===== src/rtl/fetch_unit.sv =====
// Instruction fetch stage: issues in-order imem requests from pc_in, buffers {pc, instr}
// responses in a small FIFO for decode, and steers pc_next (+4 / hold / redirect).
module fetch_unit #(
  parameter int unsigned DEPTH = 2,
  parameter int unsigned XLEN  = 32
) (
  input  logic            clk,
  input  logic            rst,
  input  logic [XLEN-1:0] pc_in,
  output logic [XLEN-1:0] pc_next,
  input  logic            redirect,
  input  logic [XLEN-1:0] redirect_pc,
  output logic            imem_req,
  output logic [XLEN-1:0] imem_addr,
  input  logic            imem_gnt,
  input  logic            imem_rvalid,
  input  logic [XLEN-1:0] imem_rdata,
  output logic            id_valid,
  input  logic            id_ready,
  output logic [XLEN-1:0] id_instr,
  output logic [XLEN-1:0] id_pc,
  output logic            misalign_err
);

  localparam int unsigned AW = (DEPTH > 1) ? $clog2(DEPTH) : 1;
  localparam int unsigned CW = AW + 1;

  logic [CW-1:0]   out_cnt;
  logic [CW-1:0]   disc_cnt;
  logic [CW-1:0]   fifo_cnt;
  logic [AW-1:0]   tag_wr;
  logic [AW-1:0]   tag_rd;
  logic [AW-1:0]   of_wr;
  logic [AW-1:0]   of_rd;
  logic [XLEN-1:0] tag_mem  [DEPTH];
  logic [XLEN-1:0] of_pc    [DEPTH];
  logic [XLEN-1:0] of_instr [DEPTH];

  logic [CW:0] credit_used;
  logic        grant;
  logic        resp_drop;
  logic        of_push;
  logic        of_pop;

  // Credits cover both in-flight requests and buffered entries, so the out FIFO cannot overflow.
  always_comb begin
    credit_used = {1'b0, out_cnt} + {1'b0, fifo_cnt};
    imem_req    = rst & ~redirect & (credit_used < (CW+1)'(DEPTH));
    imem_addr   = pc_in;
    grant       = imem_req & imem_gnt;
    resp_drop   = imem_rvalid & (redirect | (disc_cnt != '0));
    of_push     = imem_rvalid & ~resp_drop;
    id_valid    = (fifo_cnt != '0);
    of_pop      = id_valid & id_ready;
    id_pc       = of_pc[of_rd];
    id_instr    = of_instr[of_rd];
    if (redirect) begin
      pc_next = {redirect_pc[XLEN-1:2], 2'b00};
    end else if (grant) begin
      pc_next = pc_in + XLEN'(4);
    end else begin
      pc_next = pc_in;
    end
  end

  // In-flight tracking: tag pointers, outstanding and discard counters.
  always_ff @(posedge clk or negedge rst) begin
    if (!rst) begin
      tag_wr   <= '0;
      tag_rd   <= '0;
      out_cnt  <= '0;
      disc_cnt <= '0;
    end else begin
      if (grant) tag_wr <= tag_wr + AW'(1);
      if (imem_rvalid) tag_rd <= tag_rd + AW'(1);
      out_cnt <= out_cnt + CW'(grant) - CW'(imem_rvalid);
      if (redirect) begin
        disc_cnt <= out_cnt - CW'(imem_rvalid);
      end else if (resp_drop) begin
        disc_cnt <= disc_cnt - CW'(1);
      end
    end
  end

  // Output FIFO control; a redirect flushes it wholesale.
  always_ff @(posedge clk or negedge rst) begin
    if (!rst) begin
      of_wr        <= '0;
      of_rd        <= '0;
      fifo_cnt     <= '0;
      misalign_err <= 1'b0;
    end else begin
      misalign_err <= redirect & (redirect_pc[1:0] != 2'b00);
      if (redirect) begin
        of_wr    <= '0;
        of_rd    <= '0;
        fifo_cnt <= '0;
      end else begin
        if (of_push) of_wr <= of_wr + AW'(1);
        if (of_pop) of_rd <= of_rd + AW'(1);
        fifo_cnt <= fifo_cnt + CW'(of_push) - CW'(of_pop);
      end
    end
  end

  // Storage arrays carry no reset; validity is tracked by the pointers and counts.
  always_ff @(posedge clk) begin
    if (grant) tag_mem[tag_wr] <= pc_in;
    if (of_push) begin
      of_pc[of_wr]    <= tag_mem[tag_rd];
      of_instr[of_wr] <= imem_rdata;
    end
  end

endmodule

===== config.mk =====
export PLATFORM = sky130hd
export DESIGN_NAME = fetch_unit
export DESIGN_NICKNAME = d
export VERILOG_FILES = /design/src/rtl/fetch_unit.sv
export SDC_FILE = /design/constraint.sdc
export NUM_CORES = 1
export LEC_CHECK = 0
export ABC_AREA = 1
export CAP_MARGIN = 20
export CORE_MARGIN = 2
export CORE_UTILIZATION = 45
export CTS_CLUSTER_DIAMETER = 200
export DETAILED_ROUTE_END_ITERATION = 8
export GPL_TIMING_DRIVEN = 0
export MAX_ROUTING_LAYER = met4
export PLACE_DENSITY = 0.74
export SYNTH_ARGS = -nofsm -noshare
export SYNTH_HDL_FRONTEND = slang
export SYNTH_SLANG_ARGS = --single-unit

===== constraint.sdc =====
create_clock -name clk -period 6.8 [get_ports clk]
set_clock_uncertainty 0.05 [all_clocks]
set_input_delay 1.36 -clock clk [delete_from_list [all_inputs] [get_ports clk]]
set_output_delay 1.36 -clock clk [all_outputs]
set_load 0.05 [all_outputs]

# == After elaboration in Yosys (flattened, before gate mapping) ==
# Memories as Yosys holds them, arrays and structs flattened.
# Index checks and enable logic that the tools add are counted.
# word_totals
mem_bits_rw,192
memories,3
in_bits,102
elab_cells,53
ff_bits,11
output_inout_bits,131
# classes
n_addsub,12
muxes,13
reduce_logical,6
bitwise_logic,10
magnitude_cmp,1
# memory_table
name,depth,width,read_ports,rd_ports_with_merged_regs,write_ports,line,source
of_instr,2,32,1,0,1,37,logic [XLEN-1:0] of_instr [DEPTH];
of_pc,2,32,1,0,1,36,logic [XLEN-1:0] of_pc [DEPTH];
tag_mem,2,32,1,0,1,35,logic [XLEN-1:0] tag_mem [DEPTH];
# op_table
operator,n
$mux W32,2
$add A32 B3 Y32 const B,1
$reduce_bool A2 Y1,6
$mux W1,8
$and A1 B1 Y1,7
$mux W2,3
$sub A2 B1 Y2,3
$add A1 B1 Y1 const B,4
$add A2 B1 Y2,2
$add A2 B2 Y3,1
$lt A3 B2 Y1 const B,1
$not A1 Y1,2
$sub A2 B1 Y2 const B,1
$or A1 B1 Y1,1

# == Longest topological paths before layout ==
# Gate-level depths: netlist of the first run.
# depth
word_depth,8
ltp_mapped,12
depth_no_buf,12

# == Worst setup path before layout of the first run ==
# No wires, ideal clock.
# synth_timing
path_type,input to register
from,input redirect
to,memory of_instr[0][0] (enable)
arrival_time_ps,4296
path_buffers,0
cell_stages,3
t_required_ps,6263
path_slack_ps,1967
setup_ps,487
cell_sequence,clkinv_1 > nand3_1 > nor2_1
# synth_between
elab_chain_len,6
# synth_lines
element,line,source
start: declaration,11,"input logic redirect,"
$or A1 B1 Y1,51,resp_drop = imem_rvalid & (redirect | (disc_cnt != '0));
$and A1 B1 Y1,51,
$not A1 Y1,52,of_push = imem_rvalid & ~resp_drop;
$and A1 B1 Y1,52,
$mux W1,109,if (of_push) begin
$mux W1 (not written as such),111,of_instr[of_wr] <= imem_rdata;
end: declaration,37,
# Every way passes these cells.

# == Final worst setup path of the first run ==
# layout_timing
from,input rst
to,output pc_next[18]
# layout_between
elab_chain_len,5
# layout_lines
element,line,source
start: declaration,8,"input logic rst,"
$and A1 B1 Y1 (2 in series),48,imem_req = rst & ~redirect & (credit_used < (CW+1)'(DEPTH));
$and A1 B1 Y1,50,grant = imem_req & imem_gnt;
$mux W32,59,end else if (grant) begin
$mux W32,57,if (redirect) begin
end: declaration,10,"output logic [XLEN-1:0] pc_next,"
# Every way passes these cells.

==> results of run 1 <==
## sequential cells by signal (all words and copies together), names as in the netlist, 2 cells and up
| name | cells |
|---|---|
| of_instr | 64 |
| of_pc | 64 |
| tag_mem | 64 |
| disc_cnt | 2 |
| fifo_cnt | 2 |
| out_cnt | 2 |
## cells by family (layout without fill, tap and decap cells)
kind of cell | count (synthesis) | count (layout)
multiplexers | 32 | 32
AO/OA/AOI/OAI | 28 | 28
adder cells (fa/ha/maj) | 8 | 8
flip-flops | 203 | 203
buffers and inverters | 118 | 396
AND/OR/NAND/NOR | 422 | 422
XOR/XNOR | 13 | 13
## power by group
part / switching (W) / leakage, nW / total, W / internal, W
combinational: 0.00109 / 2.73 / 0.00163 / 0.000542
clock: 0.000466 / 0.316 / 0.00110 / 0.000632
sequential: 0.0000359 / 1.87 / 0.00156 / 0.00152
total: 0.00159 / 4.92 / 0.00429 / 0.00270
## area by class of cell
cell class                      instances  area [µm²]
Fill cell                            1625        7440
Sequential cell                       203        6040
Multi-Input combinational cell        503        2520
Timing Repair Buffer                  238        2460
Clock buffer                           29         608
Buffer                                 58         347
Tap cell                              270         338
Inverter                               60         225
Clock inverter                         11        63.8
## critical path: cells and delay by family
family                 cells  cell delay [ps]
buffers and inverters      4             1910
and+or+nand+nor            8              950
## per-stage QoR
| step | power [W] | hold slack, ps |
|---|---|---|
| finish | 0.00429 | 497 |
| global route | 0.00447 | 514 |
| CTS | 0.00432 | 495 |
| floorplan | 0.00264 | 433 |
| global placement | 0.00319 | 449 |
| detailed placement | 0.00322 | 481 |
## layer usage
| metal | vias to the layer above | GRT usage (%) | wire, µm |
|---|---|---|---|
| li1 | 3251 | - | - |
| met1 | 3082 | 26.8 | 9370 |
| met2 | 238 | 36.3 | 11000 |
| met3 | 29 | 2.88 | 1280 |
| met4 | 0 | 5.10 | 380 |
| met5 | - | - | 0 |
## placed cells by master, fill, tap and decap left out, types with 5 or more instances in the layout
master / instances
dfrtp_1: 11
o21bai_1: 5
nand4_1: 12
o21ai_0: 11
ha_1: 7
nand2_1: 308
buf_4: 33
xor2_1: 8
clkdlybuf4s50_1: 232
clkinv_1: 5
inv_1: 58
clkbuf_16: 23
edfxtp_1: 192
mux2_2: 32
nor2_4: 9
nand3_1: 43
nor2_1: 38
clkbuf_1: 22
xnor2_1: 5
## path summary, 6_finish.rpt
check / slack [ps] / cells after the start / to / start
max in group asynchronous: 5130 / 1 / of_rd$_DFFE_PN0P_ / rst
setup reg to reg: 4330 / 8 / tag_mem[1][14]$_DFFE_PP_ / out_cnt[0]$_DFF_PN0_
setup / recovery: 1180 / 12 / pc_next[18] / rst
min in group asynchronous: 1190 / 1 / disc_cnt[0]$_DFFE_PN0P_ / rst
hold / removal: 500 / 1 / out_cnt[0]$_DFF_PN0_ / out_cnt[0]$_DFF_PN0_
hold reg to reg: 500 / 1 / out_cnt[0]$_DFF_PN0_ / out_cnt[0]$_DFF_PN0_
==> run summary, run 1 <==
The flow ran to the end, and the final reports show no timing, DRC or antenna violations. In the post-synthesis netlist, the cell with the most instances is nand2_1. The count of TritonRoute iterations in the first routing pass is 5. The relative area change from synthesis to final layout came out at 38.4%.

The tool flagged a number of max-cap violations equal to 0. In the final timing run, aggregate negative setup slack is 0 ps. The largest net degree at the start of global routing is 31. The placement-stage cell area is 0.0119 mm². The clock sink count came out at 203. The post-synthesis instance area is 0.00910 mm². The number of DRC violations after detailed routing is 0. The least setup slack across all paths after layout came out at 1180 ps. By area the synthesized netlist is led by edfxtp_1, nand2_1, mux2_2, dfrtp_1, buf_4. Setup repair after global routing left no endpoint under its margin. Walking the worst path, the cells encountered are clkdlybuf4s50_1, inv_1, nor2_2, nand3_4, inv_2, nand2_1, nor2_4, nand2_1, nand2_1, nand3_1, nand2_1, clkdlybuf4s50_1. The post-CTS setup-driven buffer insertion count came out at 0.

By area, the combinational part of the netlist is dominated by simple AND/OR/NAND/NOR gates. The count of endpoints failing setup in the final report is 0. The initialized floorplan defines 52 standard-cell rows.

The total of flip-flops plus latches after synthesis came out at 203. The synthesized-area fraction occupied by ao, oa, aoi and oai cells came out at 1.76%. The area share of and/or/nand/nor cells after synthesis came out at 19.2%. The clock-pin slew on the worst setup and hold paths is 60 ps. TritonCTS built the clock tree. The mux contribution to synthesized area came out at 3.96%. After detailed routing, the average wire length per cell comes to 16.1 µm.

At the worst endpoint, the required time is 5390 ps. Prior to clock tree synthesis, the placed netlist has a worst setup slack of 1110 ps. Measured against its own limit, the worst slew margin works out to 45.9%. For the pin with the worst max-slew slack, the measured transition is 812 ps. The highest cell delay on the worst timing path came out at 840 ps.

The worst setup path is captured at an output port. The overall overflow remaining after global route came out at 0. Routability-driven placement finished with a final weighted congestion of 0.856. The average cell area after synthesis is 11.0 µm². After detailed routing, the total wire length is 22100 µm. The number of hold buffers added after CTS was 0. Once layout is complete, the utilization of the core stands at 62.9%. The cell leakage power is 4.92 nW. The highest clock frequency the design can meet came out at 178 MHz. The biggest fanout along the worst timing path is 12.

In this run the worst hold path is classified as register to register. Clock tree synthesis inserted a total of 22 buffers. The critical setup path kind is input pin to output port. The number of nets in the finished design is 1196. After the first detailed-routing iteration, the DRC count stood at 389.

The count of flip-flops with a built-in enable after synthesis is 192. Port buffering added 232 buffers. The overall via count from detail_route came out at 6600.

The maximum level of the CTS H-tree came out at 1. The post-synthesis cell type count came out at 33. The number of antenna violations at the first check in global routing is 0. The clock tree buffer depth is 3. The fraction of layout instances using a drive strength above 1 is 11.1%.

The via count of the first global-routing pass was 6511. The xor and xnor fraction of the mapped netlist area is 1.25%. The number of pins with negative max-slew slack in the final report is 0. The register area share after synthesis is 66.4%. The post-route standard cell area excluding fillers is 0.0126 mm². 0 antenna diodes ended up in the layout. The arrival time at the worst endpoint came out at 4210 ps. Synthesis produced a netlist with a net count of 934. After Yosys synthesis, full adders, half adders and majority gates account for 1.18% of the synthesized area. Pin placement for this block handled 233 I/O pins. The post-route fraction of the period consumed by the critical path is 82.7%.

In the synthesized netlist, the cells that appear most often are nand2_1, edfxtp_1, inv_1, nand3_1, nor2_1. From left edge to right edge, the die measures 146 µm. Power spread over the standard cell area amounts to 340 mW/mm². Once the clock tree was built, the resizer swapped 0 gates to a different size. The cell count after placement came out at 1332. The via-per-instance ratio came out at 4.81. Synthesis handed over a netlist of 824 instances. For the worst-skew pair, the clock arrives at the later sink with an insertion delay of 490 ps.

The chip height came out at 146 µm. The half-perimeter wire length after placement came out at 16100 µm. The worst setup path is launched from an input pin. Global routing consumed, over all layers together, 21.1% of the routing resources. The time the worst path needs with I/O delays and setup came out at 5620 ps. The total number of yosys warnings came out at 0. The wire length of the first global-routing pass is 34400 µm. The worst vdd rail ir drop came out at 0.197 mV.

edfxtp_1 takes more of the synthesized area than any other cell. The most prevalent standard cell on the critical path is nand2_1. The final hold violation count is 0. The area of the core is 0.0200 mm². After synthesis, the largest area contributor takes up 63.3% of total cell area. In the synthesized netlist the dominant register cell turns out to be edfxtp_1. In this run the remaining antenna-violating nets after routing total 0. The final cell count without fillers came out at 1372.

The share of flip-flops with an asynchronous set or reset came out at 5.42%. The area of the die came out at 0.0214 mm². The largest individual stage delay along the critical path comes from the cell clkdlybuf4s50_1. Once the floorplan was initialized, standard cells occupied 45.4% of the core.

The cell sitting at the root of the clock tree is a clkbuf_16.
No activity file was read; power rests on OpenSTA's default activity.
==> inputs of run 2 (changes only) <==
Clock period 6.8 ns to 5.9 ns, I/O delays scaled along.
==> results of run 2 <==
The final DEF is identical to that of run 1. Status: completed.
Among the figures that moved: setup slack after placement 1110 ps -> 570 ps; setup slack after layout 1180 ps -> 639 ps; register-to-register setup slack 4330 ps -> 3430 ps; total power 0.00429 W -> 0.00494 W; worst IR drop on VDD 0.197 mV -> 0.227 mV
